--- config.mk ---
export PLATFORM = sky130hd
export DESIGN_NAME = mem_stage_sram_ctrl_flat
export DESIGN_NICKNAME = d
export VERILOG_FILES = /design/src/rtl/mem_stage_sram_ctrl_if.sv /design/src/rtl/mem_stage_sram_ctrl.sv /design/src/flat_wrapper.sv
export SDC_FILE = /design/constraint.sdc
export NUM_CORES = 1
export LEC_CHECK = 0
export CAP_MARGIN = 20
export CORE_UTILIZATION = 30
export CTS_BUF_LIST = sky130_fd_sc_hd__clkbuf_4 sky130_fd_sc_hd__clkbuf_8
export CTS_CLUSTER_DIAMETER = 80
export DETAILED_ROUTE_END_ITERATION = 8
export PLACE_DENSITY_LB_ADDON = 0.05
export SETUP_SLACK_MARGIN = 0.3
export SYNTH_ARGS = -nofsm -noshare
export SYNTH_HDL_FRONTEND = slang
export SYNTH_SLANG_ARGS = --single-unit
--- constraint.sdc ---
create_clock -name clk -period 2.3 [get_ports clk]
set_clock_uncertainty 0.15 [all_clocks]
set_input_delay 0.69 -clock clk [delete_from_list [all_inputs] [get_ports clk]]
set_output_delay 0.69 -clock clk [all_outputs]
set_load 0.01 [all_outputs]
--- src/rtl/mem_stage_sram_ctrl_if.sv ---
// mem_stage_sram_ctrl_if: 16-bit asynchronous SRAM bus
// master = MEM-stage controller, slave = SRAM device
interface mem_stage_sram_ctrl_if #(
  parameter int AW = 18
) ();
  logic [AW-1:0] sram_addr;
  logic [15:0]   sram_dq_out;
  logic          sram_dq_oe;
  logic [15:0]   sram_dq_in;
  logic          sram_we_n;

  modport master (
    output sram_addr,
    output sram_dq_out,
    output sram_dq_oe,
    output sram_we_n,
    input  sram_dq_in
  );

  modport slave (
    input  sram_addr,
    input  sram_dq_out,
    input  sram_dq_oe,
    input  sram_we_n,
    output sram_dq_in
  );
endinterface

--- src/rtl/mem_stage_sram_ctrl.sv ---
// mem_stage_sram_ctrl: MEM stage, 32-bit accesses as two 16-bit SRAM phases
// Optional one-entry read buffer enabled by defining MEM_READ_BUF_EN
module mem_stage_sram_ctrl #(
  parameter int REGISTER_LEN    = 32,
  parameter int REG_ADDRESS_LEN = 4,
  parameter int SRAM_ADDR_LEN   = 18,
  parameter int WAIT_CYCLES     = 1,
  parameter int ADDR_OFFSET     = 1024
) (
  input  logic                       clk,
  input  logic                       rst,
  input  logic                       wb_en_in,
  input  logic                       mem_r_en_in,
  input  logic                       mem_w_en_in,
  input  logic [REGISTER_LEN-1:0]    alu_res_in,
  input  logic [REGISTER_LEN-1:0]    val_Rm_in,
  input  logic [REG_ADDRESS_LEN-1:0] dest_in,
  output logic                       freeze_out,
  output logic                       wb_en_out,
  output logic                       mem_r_en_out,
  output logic [REGISTER_LEN-1:0]    alu_res_out,
  output logic [REGISTER_LEN-1:0]    mem_data_out,
  output logic [REG_ADDRESS_LEN-1:0] dest_out,
  mem_stage_sram_ctrl_if.master      sram
);

  localparam int WL = SRAM_ADDR_LEN - 1;
  localparam logic [2:0] LAST = 3'(WAIT_CYCLES);

  typedef enum logic [1:0] {
    IDLE,
    LOW,
    HIGH,
    DONE
  } state_t;

  state_t st, st_n;
  logic [2:0] cnt, cnt_n;
  logic [WL-1:0] word;
  logic [REGISTER_LEN-1:0] rd_buf;
  logic req, is_st, is_ld, last, hit;

  assign req   = mem_r_en_in | mem_w_en_in;
  assign is_st = mem_w_en_in;
  assign is_ld = mem_r_en_in & ~mem_w_en_in;
  assign last  = (cnt == LAST);
  assign word  = WL'((alu_res_in - REGISTER_LEN'(ADDR_OFFSET)) >> 2);

  assign freeze_out = req & (st != DONE);

`ifdef MEM_READ_BUF_EN
  logic                    rb_valid;
  logic [WL-1:0]           rb_word;
  logic [REGISTER_LEN-1:0] rb_data;

  assign hit = is_ld & rb_valid & (rb_word == word);

  // Completed loads fill the entry; stores to the held word keep it coherent
  always_ff @(posedge clk or negedge rst) begin
    if (!rst) begin
      rb_valid <= 1'b0;
      rb_word  <= '0;
      rb_data  <= '0;
    end else if (st == DONE) begin
      if (is_st) begin
        if (rb_valid && rb_word == word)
          rb_data <= val_Rm_in;
      end else if (is_ld) begin
        rb_valid <= 1'b1;
        rb_word  <= word;
        rb_data  <= rd_buf;
      end
    end
  end
`else
  assign hit = 1'b0;
`endif

  always_ff @(posedge clk or negedge rst) begin
    if (!rst) begin
      st  <= IDLE;
      cnt <= '0;
    end else begin
      st  <= st_n;
      cnt <= cnt_n;
    end
  end

  always_comb begin
    st_n = st;
    cnt_n = cnt;
    sram.sram_addr = '0;
    sram.sram_dq_out = '0;
    sram.sram_dq_oe = 1'b0;
    sram.sram_we_n = 1'b1;
    unique case (st)
      IDLE: begin
        if (req) begin
          st_n = hit ? DONE : LOW;
          cnt_n = '0;
        end
      end
      LOW: begin
        sram.sram_addr = {word, 1'b0};
        sram.sram_dq_out = val_Rm_in[15:0];
        sram.sram_dq_oe = is_st;
        sram.sram_we_n = ~is_st;
        cnt_n = last ? 3'd0 : cnt + 3'd1;
        if (last) st_n = HIGH;
      end
      HIGH: begin
        sram.sram_addr = {word, 1'b1};
        sram.sram_dq_out = val_Rm_in[31:16];
        sram.sram_dq_oe = is_st;
        sram.sram_we_n = ~is_st;
        cnt_n = last ? 3'd0 : cnt + 3'd1;
        if (last) st_n = DONE;
      end
      DONE: st_n = IDLE;
      default: st_n = IDLE;
    endcase
  end

  // Read data is sampled at the end of each phase, after the wait states
  always_ff @(posedge clk or negedge rst) begin
    if (!rst) begin
      rd_buf <= '0;
    end else begin
`ifdef MEM_READ_BUF_EN
      if (st == IDLE && hit)
        rd_buf <= rb_data;
`endif
      if (st == LOW && last && is_ld)
        rd_buf[15:0] <= sram.sram_dq_in;
      if (st == HIGH && last && is_ld)
        rd_buf[31:16] <= sram.sram_dq_in;
    end
  end

  always_ff @(posedge clk or negedge rst) begin
    if (!rst) begin
      wb_en_out    <= 1'b0;
      mem_r_en_out <= 1'b0;
      alu_res_out  <= '0;
      mem_data_out <= '0;
      dest_out     <= '0;
    end else if (freeze_out) begin
      wb_en_out    <= 1'b0;
      mem_r_en_out <= 1'b0;
    end else begin
      wb_en_out    <= wb_en_in;
      mem_r_en_out <= is_ld;
      alu_res_out  <= alu_res_in;
      mem_data_out <= rd_buf;
      dest_out     <= dest_in;
    end
  end

endmodule

--- src/flat_wrapper.sv ---
// flat-port wrapper written by rule: the top's interface ports become plain ports
module mem_stage_sram_ctrl_flat 
#(
  parameter int REGISTER_LEN    = 32,
  parameter int REG_ADDRESS_LEN = 4,
  parameter int SRAM_ADDR_LEN   = 18,
  parameter int WAIT_CYCLES     = 1,
  parameter int ADDR_OFFSET     = 1024
)
  (clk, rst, wb_en_in, mem_r_en_in, mem_w_en_in, alu_res_in, val_Rm_in, dest_in, freeze_out, wb_en_out, mem_r_en_out, alu_res_out, mem_data_out, dest_out, sram_sram_addr, sram_sram_dq_out, sram_sram_dq_oe, sram_sram_we_n, sram_sram_dq_in);
  mem_stage_sram_ctrl_if #(.AW(18)) sram_i ();
  input  logic clk;
  input  logic rst;
  input  logic wb_en_in;
  input  logic mem_r_en_in;
  input  logic mem_w_en_in;
  input  logic [REGISTER_LEN-1:0] alu_res_in;
  input  logic [REGISTER_LEN-1:0] val_Rm_in;
  input  logic [REG_ADDRESS_LEN-1:0] dest_in;
  output logic freeze_out;
  output logic wb_en_out;
  output logic mem_r_en_out;
  output logic [REGISTER_LEN-1:0] alu_res_out;
  output logic [REGISTER_LEN-1:0] mem_data_out;
  output logic [REG_ADDRESS_LEN-1:0] dest_out;
  output wire logic [$bits(sram_i.sram_addr)-1:0] sram_sram_addr;
  output wire logic [$bits(sram_i.sram_dq_out)-1:0] sram_sram_dq_out;
  output wire logic [$bits(sram_i.sram_dq_oe)-1:0] sram_sram_dq_oe;
  output wire logic [$bits(sram_i.sram_we_n)-1:0] sram_sram_we_n;
  input wire logic [$bits(sram_i.sram_dq_in)-1:0] sram_sram_dq_in;
  assign sram_sram_addr = sram_i.sram_addr;
  assign sram_sram_dq_out = sram_i.sram_dq_out;
  assign sram_sram_dq_oe = sram_i.sram_dq_oe;
  assign sram_sram_we_n = sram_i.sram_we_n;
  assign sram_i.sram_dq_in = sram_sram_dq_in;
  mem_stage_sram_ctrl #(.REGISTER_LEN(REGISTER_LEN), .REG_ADDRESS_LEN(REG_ADDRESS_LEN), .SRAM_ADDR_LEN(SRAM_ADDR_LEN), .WAIT_CYCLES(WAIT_CYCLES), .ADDR_OFFSET(ADDR_OFFSET)) u_core (.clk(clk), .rst(rst), .wb_en_in(wb_en_in), .mem_r_en_in(mem_r_en_in), .mem_w_en_in(mem_w_en_in), .alu_res_in(alu_res_in), .val_Rm_in(val_Rm_in), .dest_in(dest_in), .freeze_out(freeze_out), .wb_en_out(wb_en_out), .mem_r_en_out(mem_r_en_out), .alu_res_out(alu_res_out), .mem_data_out(mem_data_out), .dest_out(dest_out), .sram(sram_i));
endmodule
Word level (Yosys, flattened, before mapping)
Cells that the tools add are included.
{"block": "op_classes", "shift": 0, "n_bitwise": 4, "div_mod_pow": 0, "addsub": 2, "order_cmp": 0, "eq_ne": 8, "n_reduce_logical": 9, "n_mux": 13, "mul": 0}
{"op": "one-hot mux 18 bit (2 select lines)", "count": 1}
{"op": "one-hot mux 16 bit (2 select lines)", "count": 1}
{"op": "subtractor 19 x 11 -> 19 bit, second input constant", "count": 1}
{"op": "one-hot mux 2 bit (4 select lines)", "count": 1}
{"op": "two-way mux 2 bit", "count": 3}
{"op": "two-way mux 3 bit", "count": 2}
{"op": "inequality test 2 x 1 -> 1 bit, second input constant", "count": 3}
{"op": "one-hot mux 3 bit (2 select lines)", "count": 1}
{"op": "== test 2 bit, second input constant", "count": 2}
{"op": "logical AND 1 bit", "count": 4}
{"op": "two-way mux 1 bit", "count": 4}
{"op": "adder 3 x 1 -> 3 bit, second input constant", "count": 1}
{"op": "== test 3 x 1 -> 1 bit, second input constant", "count": 1}
{"op": "AND reduction 3 bit", "count": 1}
{"op": "AND 1 bit", "count": 2}
{"op": "== test 2 x 1 -> 1 bit, second input constant", "count": 1}
{"op": "zero test 2 bit", "count": 1}
{"op": "inequality test 2 bit, second input constant", "count": 1}
{"op": "AND reduction 2 bit", "count": 1}
{"op": "nonzero test 2 bit", "count": 1}
{"op": "OR reduction 2 bit", "count": 1}
{"op": "NOT 1 bit", "count": 1}
{"op": "OR 1 bit", "count": 1}
{"block": "word_totals", "mem_bits_ro": 0, "ramBits": 0, "latchBits": 0, "memories": 0, "elab_cells": 45, "register_bits": 107, "in_bits": 89, "output_inout_bits": 107}

Depth between registers and ports, before layout
Gate-level depths: netlist (run 1).
{"block": "logic_depth", "ltp_word": 4, "ltp_mapped": 6, "ltp_nobuf": 5}

Worst setup path before layout (run 1)
OpenSTA, ideal clock, no wires.
{"block": "synth_path", "path_type": "input to output", "startpoint": "input port alu_res_in[14]", "endpoint": "output port sram_sram_addr[14]", "path_slack_ps": -234, "arrival_ps": 1694, "t_required_ps": 1460, "stages": 3, "n_path_buf": 0, "cell_sequence": "or3_1 -> or4_1 -> a21oi_1"}
{"block": "synth_between", "elab_chain_cells": 2}
{"item": "start, declared", "line_no": "flat_wrapper.sv:17", "text": "input logic [REGISTER_LEN-1:0] alu_res_in;"}
{"item": "subtractor 19 x 11 -> 19 bit", "line_no": "mem_stage_sram_ctrl.sv:47", "text": "assign word = WL'((alu_res_in - REGISTER_LEN'(ADDR_OFFSET)) >> 2);"}
{"item": "one-hot mux 18 bit (2 select lines)", "line_no": "mem_stage_sram_ctrl.sv:96", "text": "unique case (st)"}
{"item": "end, declared", "line_no": "flat_wrapper.sv:26", "text": "output wire logic [$bits(sram_i.sram_addr)-1:0] sram_sram_addr;"}
No other way between the ends.

Final worst setup path (run 1)
{"block": "layout_path", "startpoint": "input port alu_res_in[13]", "endpoint": "output port sram_sram_addr[14]"}
Same word-level chain as after synthesis.

==> results_dict.tcl, run 1 <==
set metrics [dict create \
    dp_hpwl_mm 8.50 \
    cts_buffers 9 \
    yosys.cell_types.count 38 \
    met1_usage 0.218 \
    slew_viol_final 0 \
    initial_core_util 0.307 \
    timing.critical_path.buf_inv 2 \
    total_power_mw 11.3 \
    grt_max_degree 55 \
    antenna_found_initial 0 \
    ys_async_sr_fraction 1.00 \
    pin_count 196 \
    syn-cell-area_um2 4660 \
    dpl_worst_slack_ns -1.12 \
    synth.most_common_cell "dfrtp_1" \
    grt_overflow 0 \
    required_ns 1.46 \
    grt_pass1_wl_mm 21.0 \
    syn_area_per_cell_um2 14.1 \
    drt-vias-per-instance 4.62 \
    worst_setup_path_start_kind "input port" \
    htreeDepth 3 \
    clock_latency_ns 0.38 \
    wire_per_inst_um 17.1 \
    p_leak_nw 4.05 \
    io_buffers 195 \
    clk_pin_slew_ns 0.10 \
    crit_arrival_ns 1.84 \
    critPathMaxStageDelay_ns 0.42 \
    die-area_um2 16000 \
    fmax_mhz 373 \
    synth_flop_cell "dfrtp_1" \
    power_density_nw_per_um2 1340 \
    final_util 0.554 \
    drtPass1Iterations 4 \
    path_class "input port to output port" \
    rsz0062_at_grt "true" \
    ys_ff_latch 107 \
    synth_common_cells "107 x dfrtp_1, 101 x mux2_2, 16 x a22oi_1, 16 x nor2b_1, 11 x and2_1" \
    worstMarginPinSlew_ns 0.307 \
    drv_cap 0 \
    synth_edf_count 0 \
    min_path_type "register to register" \
    cp-end-kind "output port" \
    gp_congestion 0.808 \
    num_vias 3692 \
    finalWorstSetupSlack_ns -0.381 \
    grt_pass1_vias 3838 \
    cp_max_fo 2 \
    routed_wirelength_mm 13.7 \
    setup_viol 37 \
    route.detailed.drc 0 \
    crit_chain "buf_6, or3_4, or4_4, a21oi_2, buf_2" \
    netlist.area_leader.share 0.574 \
    antenna_cells 0 \
    num_rows 45 \
    grt_busiest_layer "met2" \
    cp_top_family "simple AND/OR/NAND/NOR gates" \
    core_um2 15200 \
    syn_inst 331 \
    violations "negative setup slack" \
    cts_tree "done" \
    peakVddDrop_mv 0.654 \
    gr-usage-met2 0.282 \
    hold_viol_final 0 \
    nets 702 \
    cts.path.max_buffers 2 \
    ys_seq_area_frac 0.574 \
    slowest_stage "or4_4" \
    clockRootBuffer "clkbuf_8" \
    first_iter_violations 87 \
    grtUsageTotal 0.171 \
    period_share 1.17 \
    status "finished with violations" \
    ant_nets 0 \
    die_w_um 127 \
    relSlewSlack 0.795 \
    area_growth_pct 80.6 \
    yosysTopAreaCell "dfrtp_1" \
    layout_min_cycle_time_ns 2.68 \
    yosysWarningCount 0 \
    drive_gt1_frac 0.520 \
    grt_use_met3 0.0553 \
    fp.dieH_um 127 \
    synth_nets 426 \
    clock_sinks 107 \
    synth_area_leaders "dfrtp_1 57%, mux2_2 24%, a22oi_1 2.6%" \
]
==> sequential cells by signal (all words and copies together) (netlist names) <==
name / cells
u_core.mem_r_en_out: 1
u_core.dest_out: 4
u_core.st: 2
u_core.rd_buf: 32
u_core.wb_en_out: 1
u_core.alu_res_out: 32
u_core.cnt: 3
u_core.mem_data_out: 32
==> cell families (layout without fill, tap and decap cells) <==
kind of cell               Yosys count  in the layout  share of synthesized area
AOI/OAI and AO/OA                   31             31                     0.0499
xor gates and xnor gates             3              3                    0.00564
adders and majority gates            6              6                     0.0161
buffers and inverters               24            305                     0.0252
DFF                                107            107                      0.574
muxes                              102            102                      0.246
and+or+nand+nor                     58             58                     0.0824
==> report_power, final <==
part           switching [mW]  internal (mW)  total (mW)
clock network           0.696          0.413        1.11
registers               0.469           2.79        3.26
logic                    2.65           4.30        6.95
total                    3.82           7.51        11.3
==> area by class of cell <==
type	instances	area (um2)
clock buffer	9	124
inverter	8	47.5
sequential	107	2680
multi-input combinational	200	2450
timing repair buffer	281	2820
fill	1322	6780
clock inverter	7	62.6
tap	188	235
==> metal layers <==
layer	vias to the layer above	share of wire
li1	1728	-
met1	1836	0.44
met2	118	0.48
met3	10	0.064
met4	0	0.011
met5	-	0
==> metrics by stage <==
| stage | setup TNS, ns | area, um2 | hold slack, ns | instances |
|---|---|---|---|---|
| after floorplan | -0.192 | 4940 | 0.244 | 331 |
| after global placement | -48.29 | 7360 | 0.330 | 738 |
| after detailed placement | -49.17 | 7360 | 0.339 | 738 |
| after CTS | -10.99 | 8110 | 0.362 | 792 |
| after global routing | -12.36 | 8420 | 0.380 | 800 |
| final | -9.56 | 8420 | 0.364 | 800 |
==> layout by cell type (no fill, tap or decap), types with 3 or more instances in the layout <==
cell / count
dfrtp_1: 107
clkdlybuf4s50_1: 78
a22oi_2: 16
buf_4: 33
dlygate4sd2_1: 73
clkbuf_8: 9
and2_4: 9
buf_2: 23
nand2_1: 3
ha_4: 5
nor2_1: 5
inv_2: 4
buf_16: 7
nand4_1: 3
mux2_4: 75
buf_8: 6
buf_12: 9
buf_6: 48
nor2b_2: 16
mux2_2: 26
==> repair_timing <==
item / in CTS / in global routing
pin swaps: 20 / 14
setup buffers: 30 / 8
gates resized for setup: 348 / 67
endpoints found under the setup margin: 188 / 68
cloned: 7 / 0
endpoints found under the hold margin: 9 / 0
hold buffers: 1 / 0
==> path summary, 6_finish.rpt <==
check                                                  start                                  to  slack (ns)  cells after the start
max                                           alu_res_in[13]                  sram_sram_addr[14]       -0.38                      5
max reg2reg                         u_core.st[0]$_DFFE_PN0P_  u_core.alu_res_out[22]$_DFFE_PN0N_        0.10                     10
min reg2reg                u_core.alu_res_out[4]$_DFFE_PN0N_   u_core.alu_res_out[4]$_DFFE_PN0N_        0.36                      1
min in group asynchronous                                rst  u_core.alu_res_out[13]$_DFFE_PN0N_        0.54                      2
max in group asynchronous                                rst  u_core.alu_res_out[23]$_DFFE_PN0N_        0.91                      3
min                        u_core.alu_res_out[4]$_DFFE_PN0N_   u_core.alu_res_out[4]$_DFFE_PN0N_        0.36                      1
Power figures use the tool's default switching activity.
==> run 2: changes to the inputs <==
Settings changed: CAP_MARGIN 20 to not set, CORE_MARGIN set to 2, CTS_BUF_LIST sky130_fd_sc_hd__clkbuf_4 sky130_fd_sc_hd__clkbuf_8 to not set.
==> results_dict.tcl, run 2 (synthesis gave the netlist of run 1 again) <==
set metrics [dict create \
    cts_tree "done" \
    fin_cells 801 \
    period_share 1.19 \
    crit_arrival_ns 1.89 \
    rsz0062_at_grt "true" \
    hold_buffers 0 \
    nets 703 \
    num_rows 45 \
    holdWs_ns 0.140 \
    rrSetupSlack_ns 0.10 \
    grt_max_degree 40 \
    reg_top3 "u_core.alu_res_out x32, u_core.mem_data_out x32, u_core.rd_buf x32" \
    antenna_cells 0 \
    grt_overflow 0 \
    die-area_um2 16500 \
    num_vias 3780 \
    path_class "register to output port" \
    finalWorstSetupSlack_ns -0.426 \
    slew_viol_final 0 \
    relSlewSlack 0.681 \
    grt_busiest_layer "met2" \
    layout_min_cycle_time_ns 2.73 \
    route.detailed.drc 0 \
    cp_max_fo 3 \
    required_ns 1.46 \
    grt_use_met3 0.0478 \
    status "finished with violations" \
    dpl_worst_slack_ns -1.18 \
    pin_count 196 \
    clock_sinks 107 \
    clock_latency_ns 0.35 \
    grt_pass1_wl_mm 20.8 \
    first_iter_violations 139 \
    violations "negative setup slack" \
    grtUsageTotal 0.162 \
    io_buffers 195 \
    worstMarginPinSlew_ns 0.478 \
    gp_congestion 0.850 \
    met1_usage 0.202 \
    initial_core_util 0.307 \
    drv_cap 0 \
    reg2reg_from "u_core.st[0]$_DFFE_PN0P_" \
    drt-vias-per-instance 4.72 \
    htreeDepth 3 \
    stdcell_area_um2 8840 \
    total_power_mw 12.6 \
    power_density_nw_per_um2 1430 \
    cts.path.max_buffers 2 \
    layout.cells.most_common_list "107 x dfrtp_1, 83 x mux2_4, 78 x clkdlybuf4s50_1" \
    area_growth_pct 89.6 \
    worst_setup_path_start_kind "register" \
    r2r_cells 10 \
    layout_commonest_cell "dfrtp_1" \
    p_leak_nw 4.26 \
    routed_wirelength_mm 14.7 \
    drtPass1Iterations 4 \
    fin_setup_tns_ns -11.25 \
    gr-usage-met2 0.272 \
    core_um2 15200 \
    n_fill_cell 1279 \
    die_w_um 129 \
    setup_viol 37 \
    grt_pass1_vias 3866 \
    cp-end-kind "output port" \
    placed_area_um2 7350 \
    r2r-end "u_core.alu_res_out[8]$_DFFE_PN0N_" \
    hold_viol_final 0 \
    clk_pin_slew_ns 0.08 \
    min_path_type "input port to async pin" \
    clockRootBuffer "clkbuf_16" \
    wire_per_inst_um 18.4 \
    ant_nets 0 \
    fmax_mhz 367 \
    fp.dieH_um 129 \
    antenna_found_initial 0 \
    dp_hpwl_mm 8.87 \
    final_util 0.581 \
    drive_gt1_frac 0.527 \
    dp.cells 736 \
    cts_buffers 9 \
    peakVddDrop_mv 0.568 \
]
## run 2: cell types whose count changed in the layout (fill, tap and decap cells not counted), sizes merged
cell / previous run / this run
dlygate4sd2: 73 / 72
clkdlybuf4s15: 2 / 1
clkinv: 4 / 1
bufinv: 0 / 2
clkbuf: 10 / 18
dlymetal6s2s: 0 / 1
buf: 126 / 121
dlygate4sd3: 1 / 0
bufbuf: 0 / 1
## run 2: how the worst max path moves through the flow
stage | start | endpoint | slack (ns) | depth (start not counted)
floorplan | alu_res_in[14] | sram_sram_addr[14] | -0.19 | 3
detailed placement | alu_res_in[14] | sram_sram_addr[14] | -1.18 | 5
global route | u_core.st[0]$_DFFE_PN0P_ | sram_sram_addr[16] | -0.50 | 9
finish | u_core.st[1]$_DFFE_PN0P_ | sram_sram_addr[15] | -0.43 | 9
CTS | alu_res_in[13] | sram_sram_addr[14] | -0.54 | 5
global placement | alu_res_in[14] | sram_sram_addr[14] | -1.14 | 5
## run 2: cell type report
cell class	count	area [um2]	share of cell area
inverter	8	47.5	0.00538
clock inverter	6	96.3	0.0109
sequential	107	2680	0.303
timing repair buffer	282	3010	0.341
tap	188	235	0.0266
clock buffer	10	229	0.0259
multi-input combinational	200	2540	0.287
## run 2: routing by layer
layer	wire [um]	vias to the layer above
met2	7120	121
met3	908	14
met4	167	0
met5	0	-
li1	-	1743
met1	6520	1902
## run 2: where the power goes
| part | switching, mW | total [mW] | internal [mW] |
|---|---|---|---|
| registers | 0.468 | 3.27 | 2.80 |
| logic | 2.81 | 7.62 | 4.81 |
| clock network | 0.735 | 1.71 | 0.970 |
## run 2: critical path, stage by stage, from the launching register on
cell and delay, ns:
dfrtp_1 0.39, inv_2 0.07, ha_4 0.29, buf_6 0.10, buf_6 0.09, o21ai_4 0.06, buf_6 0.12, a211o_4 0.26
nand2_2 0.06, buf_6 0.09
## run 2: timing repair
item / 4_1_cts / 5_1_grt
pin swaps: 25 / 15
buffers inserted: 25 / 10
gates resized for setup: 344 / 104
setup endpoints to repair: 211 / 120
hold endpoints to repair: 0 / 0
cloned: 5 / 9
